==> src/rtl/instr_reg_decode_pkg.sv <==
// -----------------------------------------------------------------------------
// instr_reg_decode_pkg
//   Shared definitions for the instruction register / field decode block and
//   for any control logic that needs the same view of the instruction word.
//
//   Contents:
//     - MIPS primary opcode constants (OP_*)
//     - ext_mode_t : immediate-extender select codes (EXT_*)
//     - fetch_state_t : fetch FSM state encoding
//     - instr_fields_t : packed overlay of a 32-bit word onto its fields
// -----------------------------------------------------------------------------
package instr_reg_decode_pkg;

  // Primary opcodes (instr[31:26]) that the extender decode cares about.
  localparam logic [5:0] OP_RTYPE = 6'h00;
  localparam logic [5:0] OP_J     = 6'h02;
  localparam logic [5:0] OP_JAL   = 6'h03;
  localparam logic [5:0] OP_BEQ   = 6'h04;
  localparam logic [5:0] OP_BNE   = 6'h05;
  localparam logic [5:0] OP_ADDI  = 6'h08;
  localparam logic [5:0] OP_ADDIU = 6'h09;
  localparam logic [5:0] OP_SLTI  = 6'h0A;
  localparam logic [5:0] OP_SLTIU = 6'h0B;
  localparam logic [5:0] OP_ANDI  = 6'h0C;
  localparam logic [5:0] OP_ORI   = 6'h0D;
  localparam logic [5:0] OP_XORI  = 6'h0E;
  localparam logic [5:0] OP_LUI   = 6'h0F;
  localparam logic [5:0] OP_LW    = 6'h23;
  localparam logic [5:0] OP_SW    = 6'h2B;

  // Immediate extender select.
  //   SIGN  : sign-extend imm16
  //   ZERO  : zero-extend imm16 (logical immediates)
  //   UPPER : imm16 placed in the upper half (lui)
  //   WORD  : word-shifted jump target (j/jal)
  typedef enum logic [1:0] {
    EXT_SIGN  = 2'b00,
    EXT_ZERO  = 2'b01,
    EXT_UPPER = 2'b10,
    EXT_WORD  = 2'b11
  } ext_mode_t;

  // Fetch FSM: idle, or waiting on instruction memory.
  typedef enum logic {
    S_IDLE = 1'b0,
    S_REQ  = 1'b1
  } fetch_state_t;

  // Field overlay of an instruction word; the first member lands on the MSBs,
  // so a straight cast of the 32-bit word yields the R-format fields.
  typedef struct packed {
    logic [5:0] opcode;  // [31:26]
    logic [4:0] rs;      // [25:21]
    logic [4:0] rt;      // [20:16]
    logic [4:0] rd;      // [15:11]
    logic [4:0] shamt;   // [10:6]
    logic [5:0] funct;   // [5:0]
  } instr_fields_t;

endpackage : instr_reg_decode_pkg

==> src/rtl/instr_reg_decode_ext_mode_decode.sv <==
// -----------------------------------------------------------------------------
// ext_mode_decode
//   Pure combinational opcode -> immediate-extender select. Kept as its own
//   module so the main control unit can reuse exactly the same mapping.
//
//   Ports:
//     opcode   in  6  primary opcode (instr[31:26])
//     ext_mode out 2  extender select (see ext_mode_t)
// -----------------------------------------------------------------------------
module ext_mode_decode
  import instr_reg_decode_pkg::*;
(
  input  logic [5:0] opcode,
  output logic [1:0] ext_mode
);

  ext_mode_t mode;

  always_comb begin
    // NOTE: default assignment first so every path drives mode -> no latch.
    mode = EXT_SIGN;
    case (opcode)
      OP_ANDI, OP_ORI, OP_XORI:            mode = EXT_ZERO;
      OP_LUI:                              mode = EXT_UPPER;
      OP_J, OP_JAL:                        mode = EXT_WORD;
      OP_ADDI, OP_ADDIU, OP_SLTI, OP_SLTIU,
      OP_LW, OP_SW, OP_BEQ, OP_BNE,
      OP_RTYPE:                            mode = EXT_SIGN;
      default:                             mode = EXT_SIGN;
    endcase
  end

  assign ext_mode = mode;

endmodule : ext_mode_decode

==> src/rtl/instr_reg_decode.sv <==
// -----------------------------------------------------------------------------
// instr_reg_decode
//   Instruction register plus field decode for the multi-cycle MIPS datapath.
//   On an ir_write request it fetches one word from instruction memory over a
//   req/valid handshake, holds it in the IR until the next successful fetch,
//   and splits it into fields. imm16 and ext_mode feed the immediate extender.
//
//   Parameters:
//     MEM_TIMEOUT  cycles to wait for mem_valid after mem_req (0 = forever)
//     RESET_INSTR  IR contents after reset
//
//   Ports:
//     clk          in   1   rising-edge clock
//     reset        in   1   asynchronous, active-high
//     ir_write     in   1   fetch request from the control FSM (pulse or level)
//     mem_rdata    in   32  instruction memory read data
//     mem_valid    in   1   mem_rdata is valid this cycle
//     mem_req      out  1   fetch request, held until mem_valid or timeout
//     busy         out  1   fetch in progress
//     instr_valid  out  1   one-cycle pulse: IR updated
//     fetch_err    out  1   one-cycle pulse: fetch timed out, IR unchanged
//     instr        out  32  IR contents
//     opcode..funct         instruction fields, combinational from IR
//     imm16        out  16  instr[15:0], extender data input
//     ext_mode     out  2   extender select, combinational from IR opcode
// -----------------------------------------------------------------------------
module instr_reg_decode
  import instr_reg_decode_pkg::*;
#(
  parameter int unsigned MEM_TIMEOUT = 16,
  parameter logic [31:0] RESET_INSTR = 32'h0000_0000
) (
  input  logic        clk,
  input  logic        reset,
  input  logic        ir_write,
  input  logic [31:0] mem_rdata,
  input  logic        mem_valid,
  output logic        mem_req,
  output logic        busy,
  output logic        instr_valid,
  output logic        fetch_err,
  output logic [31:0] instr,
  output logic [5:0]  opcode,
  output logic [4:0]  rs,
  output logic [4:0]  rt,
  output logic [4:0]  rd,
  output logic [4:0]  shamt,
  output logic [5:0]  funct,
  output logic [15:0] imm16,
  output logic [1:0]  ext_mode
);

  // Counter wide enough to hold MEM_TIMEOUT; one bit minimum so the
  // "wait forever" configuration still elaborates.
  localparam int unsigned CNT_W      = (MEM_TIMEOUT > 0) ? $clog2(MEM_TIMEOUT + 1) : 1;
  localparam bit          TIMEOUT_EN = (MEM_TIMEOUT != 0);
  localparam logic [CNT_W-1:0] CNT_LAST =
    CNT_W'((MEM_TIMEOUT > 0) ? MEM_TIMEOUT - 1 : 0);
  localparam logic [CNT_W-1:0] CNT_MAX = '1;

  fetch_state_t     state;
  logic [CNT_W-1:0] wait_cnt;
  logic [31:0]      ir;
  instr_fields_t    fields;

  // ---------------------------------------------------------------------------
  // Fetch FSM, timeout counter and IR. All outputs of this block are
  // registered; the pulses default low each cycle and are raised for exactly
  // one cycle on the transition back to IDLE.
  // ---------------------------------------------------------------------------
  always_ff @(posedge clk or posedge reset) begin
    if (reset) begin
      state       <= S_IDLE;
      // NOTE: the IR is reset (not left X) because the field decode and the
      // extender downstream are live from the first cycle out of reset.
      ir          <= RESET_INSTR;
      mem_req     <= 1'b0;
      instr_valid <= 1'b0;
      fetch_err   <= 1'b0;
      wait_cnt    <= '0;
    end else begin
      // NOTE: non-blocking assignments throughout, so every register here
      // sees the pre-edge values of the others regardless of statement order.
      instr_valid <= 1'b0;
      fetch_err   <= 1'b0;
      case (state)
        S_IDLE: begin
          // mem_valid is ignored here: nothing outstanding, IR stays put.
          if (ir_write) begin
            state    <= S_REQ;
            mem_req  <= 1'b1;
            wait_cnt <= '0;
          end
        end
        S_REQ: begin
          // ir_write is ignored while a fetch is outstanding. Data is checked
          // before the timeout so a word arriving on the expiry cycle wins.
          if (mem_valid) begin
            ir          <= mem_rdata;
            instr_valid <= 1'b1;
            mem_req     <= 1'b0;
            state       <= S_IDLE;
          end else if (TIMEOUT_EN && (wait_cnt == CNT_LAST)) begin
            fetch_err <= 1'b1;
            mem_req   <= 1'b0;
            state     <= S_IDLE;
          end else if (wait_cnt != CNT_MAX) begin
            wait_cnt <= wait_cnt + CNT_W'(1);
          end
        end
        default: begin
          state   <= S_IDLE;
          mem_req <= 1'b0;
        end
      endcase
    end
  end

  assign busy = (state != S_IDLE);

  // ---------------------------------------------------------------------------
  // Field split and extender select, straight from the IR (no added latency).
  // ---------------------------------------------------------------------------
  assign fields = instr_fields_t'(ir);
  assign instr  = ir;
  assign opcode = fields.opcode;
  assign rs     = fields.rs;
  assign rt     = fields.rt;
  assign rd     = fields.rd;
  assign shamt  = fields.shamt;
  assign funct  = fields.funct;
  assign imm16  = ir[15:0];

  ext_mode_decode u_ext_mode_decode (
    .opcode   (fields.opcode),
    .ext_mode (ext_mode)
  );

endmodule : instr_reg_decode
==> config.mk <==
export PLATFORM = sky130hd
export DESIGN_NAME = instr_reg_decode
export DESIGN_NICKNAME = d
export VERILOG_FILES = /design/src/rtl/instr_reg_decode_pkg.sv /design/src/rtl/instr_reg_decode_ext_mode_decode.sv /design/src/rtl/instr_reg_decode.sv
export SDC_FILE = /design/constraint.sdc
export NUM_CORES = 1
export LEC_CHECK = 0
export BUFFER_PORTS_ARGS = -buffer_cell sky130_fd_sc_hd__clkbuf_2
export CAP_MARGIN = 30
export CORE_ASPECT_RATIO = 0.75
export CORE_MARGIN = 1.5
export CORE_UTILIZATION = 30
export CTS_CLUSTER_SIZE = 8
export DETAILED_ROUTE_END_ITERATION = 7
export PLACE_DENSITY = 0.69
export SETUP_SLACK_MARGIN = 0.05
export SYNTH_ARGS = -nofsm -noshare
export SYNTH_HDL_FRONTEND = slang
export SYNTH_SLANG_ARGS = --single-unit
==> constraint.sdc <==
create_clock -name clk -period 2.4 [get_ports clk]
set_clock_uncertainty 0.05 [all_clocks]
set_input_delay 0.24 -clock clk [delete_from_list [all_inputs] [get_ports clk]]
set_output_delay 0.24 -clock clk [all_outputs]
set_load 0.02 [all_outputs]
==> impl_metrics.py, run 1 <==
metrics = {
    "floorplan": {
        "rows": 25,
        "die-area_um2": 7160,
        "fp.dieH_um": 73.7,
        "core_area_um2": 6380,
        "dieWidth_um": 97.2,
        "ioPinCount": 122,
        "start_util_pct": 31.3,
    },
    "route": {
        "detail-route-antenna-nets": 0,
        "drt_iter0_drc": 31,
        "vias": 1397,
        "remaining_drc_errors": 0,
        "wl_per_cell_um": 11.8,
        "via_per_inst": 4.29,
        "routed_wl_mm": 3.86,
        "dr.pass1.iters": 4,
    },
    "cts": {
        "cts.reportedPaths.clkPinSlew_ps": 70,
        "post_cts_resized": 0,
        "cts_tree": "yes",
        "cts_buffer_depth": 2,
        "clock-sinks": 41,
        "numCtsBuffers": 5,
        "cts_setup_buffers": 0,
        "cts_root_buf": "clkbuf_8",
        "hold_buffers": 0,
        "ctsHtreeMaxLevel": 2,
        "clk_latency_ps": 280,
    },
    "cells_and_area": {
        "final_layout_size_suffix_gt1_share_pct": 66.9,
        "syn2layout_area_growth_pct": 22.1,
        "mostFrequentLayoutCells": "clkbuf_2 (121), dfrtp_1 (41), mux2_2 (32)",
        "n_antenna_cell": 0,
        "nets": 284,
        "final_common_cell": "clkbuf_2",
    },
    "timing": {
        "tightest_slew_ps": 859,
        "hold_viol_final": 0,
        "maxSlewViolCount": 0,
        "fin_ws_ps": 179,
        "fin_tns_setup_ps": 0,
        "finalCriticalPeriod_ps": 2220,
        "rsz0062_at_grt": "no",
        "period_share_pct": 92.6,
        "slew_headroom_pct": 42.7,
        "setup_viol": 0,
        "fmax_mhz": 450,
    },
    "grt": {
        "grt_remaining_overflow": 0,
        "antenna_found_initial": 0,
        "grtUsageTotal_pct": 10.9,
        "grt_pass1_vias": 1272,
        "grt_pass1_wl_mm": 6.14,
        "grt_max_degree": 42,
    },
    "synth": {
        "synth_cells": 166,
        "synth_top_area_cell": "dfrtp_1",
        "synth_top_cells_by_area": "dfrtp_1 (51%), buf_4 (18%), mux2_2 (18%)",
        "syn_avg_cell_area_um2": 12.0,
        "synth_seq_cells": 41,
        "yosysWarnings": 0,
        "syn-cell-area_um2": 2000,
        "yosysSeqAreaShare_pct": 51.3,
        "synthDistinctLibCells": 21,
        "synth_top_area_share_pct": 51.3,
        "synth_nets": 205,
    },
    "critical_path": {
        "required_ps": 2560,
        "arrival_ps": 2380,
        "path_cells": "ha_1 -> and3_1 -> ha_2 -> or4b_1 -> or3_1 -> a21boi_1",
        "cp_max_fo": 5,
        "worstSetupStartpointType": "flop",
        "critical-path-max-stage-delay_ps": 540,
        "slowest_stage": "or4b_1",
        "worstSetupPathType": "reg -> reg",
        "worstSetupEndpointType": "flop",
    },
    "worst_hold_path": {
        "hold_class": "in -> async",
    },
    "power_and_ir_drop": {
        "powerDensity_nw_per_um2": 1040,
        "peakVddDrop_mv": 0.397,
        "p_leak_uw": 0.00130,
    },
    "placed_design": {
        "dp_hpwl_mm": 2.94,
        "io_buffer_count": 121,
        "pre_cts_ws_ps": 137,
        "gp_congestion": 0.746,
    },
    "job": {
        "drv_cap": 0,
    },
    "status": {
        "status": "finished, final reports clean",
    },
}
## power by group
part           leakage, uW  internal (uW)  switching, uW  total, uW
combinational     0.000764            400            690       1090
clock            0.0000443            228            218        446
sequential        0.000493            852            161       1010
total              0.00130           1480           1070       2550
## final timing paths
kind | cells past startpoint | to | from | slack (ps)
setup / recovery | 6 | wait_cnt[3] | wait_cnt[0] | 180
hold / removal | 2 | instr[16] | reset | 50
setup reg to reg | 6 | wait_cnt[3] | wait_cnt[0] | 180
hold reg to reg | 1 | wait_cnt[2] | wait_cnt[2] | 450
max in group asynchronous | 2 | instr[9] | reset | 1690
min in group clk | 2 | instr[24] | mem_rdata[24] | 140
## area by class of cell
cell class / instances / area, um^2
timing repair buffer: 124 / 628
inverter: 4 / 15.0
tap: 81 / 101
fill: 665 / 3940
sequential: 41 / 1030
clock buffer: 7 / 86.3
multi-input combinational: 69 / 583
## worst max-delay path, delay by kind of cell, from the launching register on
family	cells	cell delay [ps]
adders and majority gates	2	430
and+or+nand+nor	3	1100
AOI/OAI and AO/OA	1	150
DFF	1	420
## state kept, by name, indices dropped and copies added, names as in the netlist
| signal | flops |
|---|---|
| fetch_err | 1 |
| wait_cnt | 5 |
| instr | 32 |
| mem_req | 1 |
| instr_valid | 1 |
| busy | 1 |
## Yosys cell counts (all sizes together)
master / n
dfrtp: 41
nor3b: 1
nand3: 5
inv: 4
buf: 52
mux2i: 1
a31oi: 1
o21ai: 6
nor4b: 1
nand2: 7
or4b: 1
nand2b: 2
ha: 3
and3: 2
or3: 1
nor2: 4
a21boi: 1
nor3: 1
mux2: 32
## through the flow
| step | std cells | power (uW) | cell area (um^2) | hold WS [ps] | util [%] |
|---|---|---|---|---|---|
| after floorplan | 166 | 1980 | 2000 | 341 | - |
| after CTS | 326 | 2590 | 2440 | 99.3 | 38.2 |
| final | 326 | 2550 | 2440 | 51.5 | 38.2 |
| after detailed placement | 319 | 2130 | 2350 | 411 | 36.8 |
| after global routing | 326 | 2700 | 2440 | 123 | 38.2 |
| after global placement | 319 | 2110 | 2350 | 401 | 36.8 |
## layer usage
| layer | vias up | GRT usage, % | wire (um) | part of all wire, % |
|---|---|---|---|---|
| li1 | 662 | - | - | - |
| met1 | 655 | 13.2 | 1630 | 42 |
| met2 | 78 | 18.6 | 1870 | 48 |
| met3 | 2 | 3.71 | 343 | 8.9 |
| met4 | 0 | 3.33 | 17 | 0.44 |
| met5 | - | 0 | 0 | 0 |
## logic make-up (layout without fill, tap and decap cells)
group           after synthesis  count (layout)  synth area share (%)
compound gates                8               8                  2.19
simple gates                 25              25                  6.45
mux                          33              33                  18.5
fa+ha+maj                     3               3                  1.88
flops                        41              41                  51.3
buf+inv                      56             135                  19.6
Power figures use the tool's default switching activity.
==> run 2, diff against run 1 <==
Settings changed: CORE_UTILIZATION 30 to 43, PLACE_DENSITY 0.69 to 0.9.
==> run 2 against run 1 <==
Clock-buffer cell count decreased by 1. Sequential cell count unchanged. Routed wire length decreased by 7.5%. Die area decreased by 29%. Fmax decreased by 0.20%. Clock power decreased by 2%. Non-clock buffer count unchanged. Combinational power about the same.
==> impl_metrics.py, run 2 (synthesis results as in run 1) <==
metrics = {
    "status": {
        "status": "finished, final reports clean",
    },
    "floorplan": {
        "start_util_pct": 44.7,
        "die-area_um2": 5070,
        "fp.dieH_um": 62.0,
        "core_area_um2": 4470,
        "rows": 21,
        "dieWidth_um": 81.7,
        "ioPinCount": 122,
    },
    "placed_design": {
        "numPlacedInstances": 295,
        "io_buffer_count": 121,
        "pre_cts_ws_ps": 222,
        "gp_congestion": 0.737,
        "dp_hpwl_mm": 2.76,
    },
    "cts": {
        "cts.reportedPaths.clkPinSlew_ps": 80,
        "hold_buffers": 0,
        "post_cts_resized": 0,
        "clock-sinks": 41,
        "cts_setup_buffers": 0,
        "cts_tree": "yes",
        "cts_buffer_depth": 2,
        "clk_latency_ps": 270,
        "ctsHtreeMaxLevel": 2,
        "cts_root_buf": "clkbuf_8",
        "numCtsBuffers": 5,
    },
    "critical_path": {
        "worstSetupEndpointType": "flop",
        "required_ps": 2560,
        "cp_max_fo": 5,
        "worstSetupStartpointType": "flop",
        "worstSetupPathType": "reg -> reg",
        "arrival_ps": 2380,
    },
    "grt": {
        "grt_max_degree": 42,
        "grt_pass1_vias": 1113,
        "grt_remaining_overflow": 0,
        "antenna_found_initial": 0,
        "grtUsageTotal_pct": 13.9,
        "grt_pass1_wl_mm": 5.12,
    },
    "cells_and_area": {
        "syn2layout_area_growth_pct": 21.3,
        "n_antenna_cell": 0,
        "multi_input_area_um2": 581,
        "n_fill_cell": 405,
        "final_util_pct": 54.3,
        "regArea_um2": 1030,
        "nets": 284,
        "final_common_cell": "clkbuf_2",
        "largest_reg_flops": 32,
        "final_layout_size_suffix_gt1_share_pct": 66.5,
        "mostFrequentLayoutCells": "clkbuf_2 (121), dfrtp_1 (41), mux2_2 (32)",
        "stdcell_count": 302,
    },
    "route": {
        "remaining_drc_errors": 0,
        "routed_wl_mm": 3.57,
        "detail-route-antenna-nets": 0,
        "via_per_inst": 4.61,
        "drt_iter0_drc": 13,
        "dr.pass1.iters": 4,
        "wl_per_cell_um": 11.8,
        "vias": 1392,
    },
    "timing": {
        "slew_headroom_pct": 66.7,
        "period_share_pct": 92.7,
        "fmax_mhz": 449,
        "hold_viol_final": 0,
        "maxSlewViolCount": 0,
        "tightest_slew_ps": 499,
        "finalCriticalPeriod_ps": 2230,
        "fin_tns_setup_ps": 0,
        "holdWs_ps": 0.0968,
        "fin_ws_ps": 174,
        "setup_viol": 0,
        "rsz0062_at_grt": "no",
    },
    "job": {
        "drv_cap": 0,
    },
    "worst_hold_path": {
        "hold_class": "in -> async",
    },
    "power_and_ir_drop": {
        "peakVddDrop_mv": 0.515,
        "powerDensity_nw_per_um2": 1050,
        "p_leak_uw": 0.00130,
    },
}
[run 2: stage by stage]
stage	instance area, um^2	total power [uW]
global route	2420	2730
detailed placement	2330	2140
finish	2420	2540
CTS	2420	2590
global placement	2330	2110
floorplan	2000	1980
[run 2: per-layer routing]
layer / share of wire, % / vias to the layer above / global-route usage, % / routed length (um)
met5: 0 / - / 0 / 0
met4: 0 / 0 / 3.63 / 0
met3: 8.5 / 0 / 4.53 / 304
met2: 50 / 70 / 24.8 / 1790
met1: 41 / 660 / 16.4 / 1480
li1: - / 662 / - / -
[run 2: power breakdown]
| part | switching, uW | internal [uW] |
|---|---|---|
| clock | 212 | 227 |
| sequential | 156 | 852 |
| combinational | 695 | 403 |
| total | 1060 | 1480 |
[run 2: cell type report]
cell class / instances / area share (%)
flip-flops and latches: 41 / 42.3
clock inverters: 1 / 0.310
multi-input cells: 69 / 24.0
well taps: 57 / 2.94
repair buffers: 124 / 26.4
inverters: 4 / 0.620
clock buffers: 6 / 3.41
[run 2: worst paths after layout]
| kind | start | end | slack (ps) | cells after the start |
|---|---|---|---|---|
| setup / recovery | wait_cnt[0] | wait_cnt[3] | 170 | 6 |
| hold / removal | reset | instr[12] | 0.1 | 3 |
| setup reg to reg | wait_cnt[0] | wait_cnt[3] | 170 | 6 |
| hold reg to reg | wait_cnt[2] | wait_cnt[2] | 450 | 1 |
| max in group asynchronous | reset | busy | 1950 | 3 |
| min in group clk | mem_rdata[12] | instr[12] | 130 | 2 |
[run 2: critical path, cell delays in order (launching register included)]
cell	delay (ps)
dfrtp_1	410
ha_1	220
and3_1	200
ha_1	230
or4b_1	540
or3_1	360
a21boi_1	150
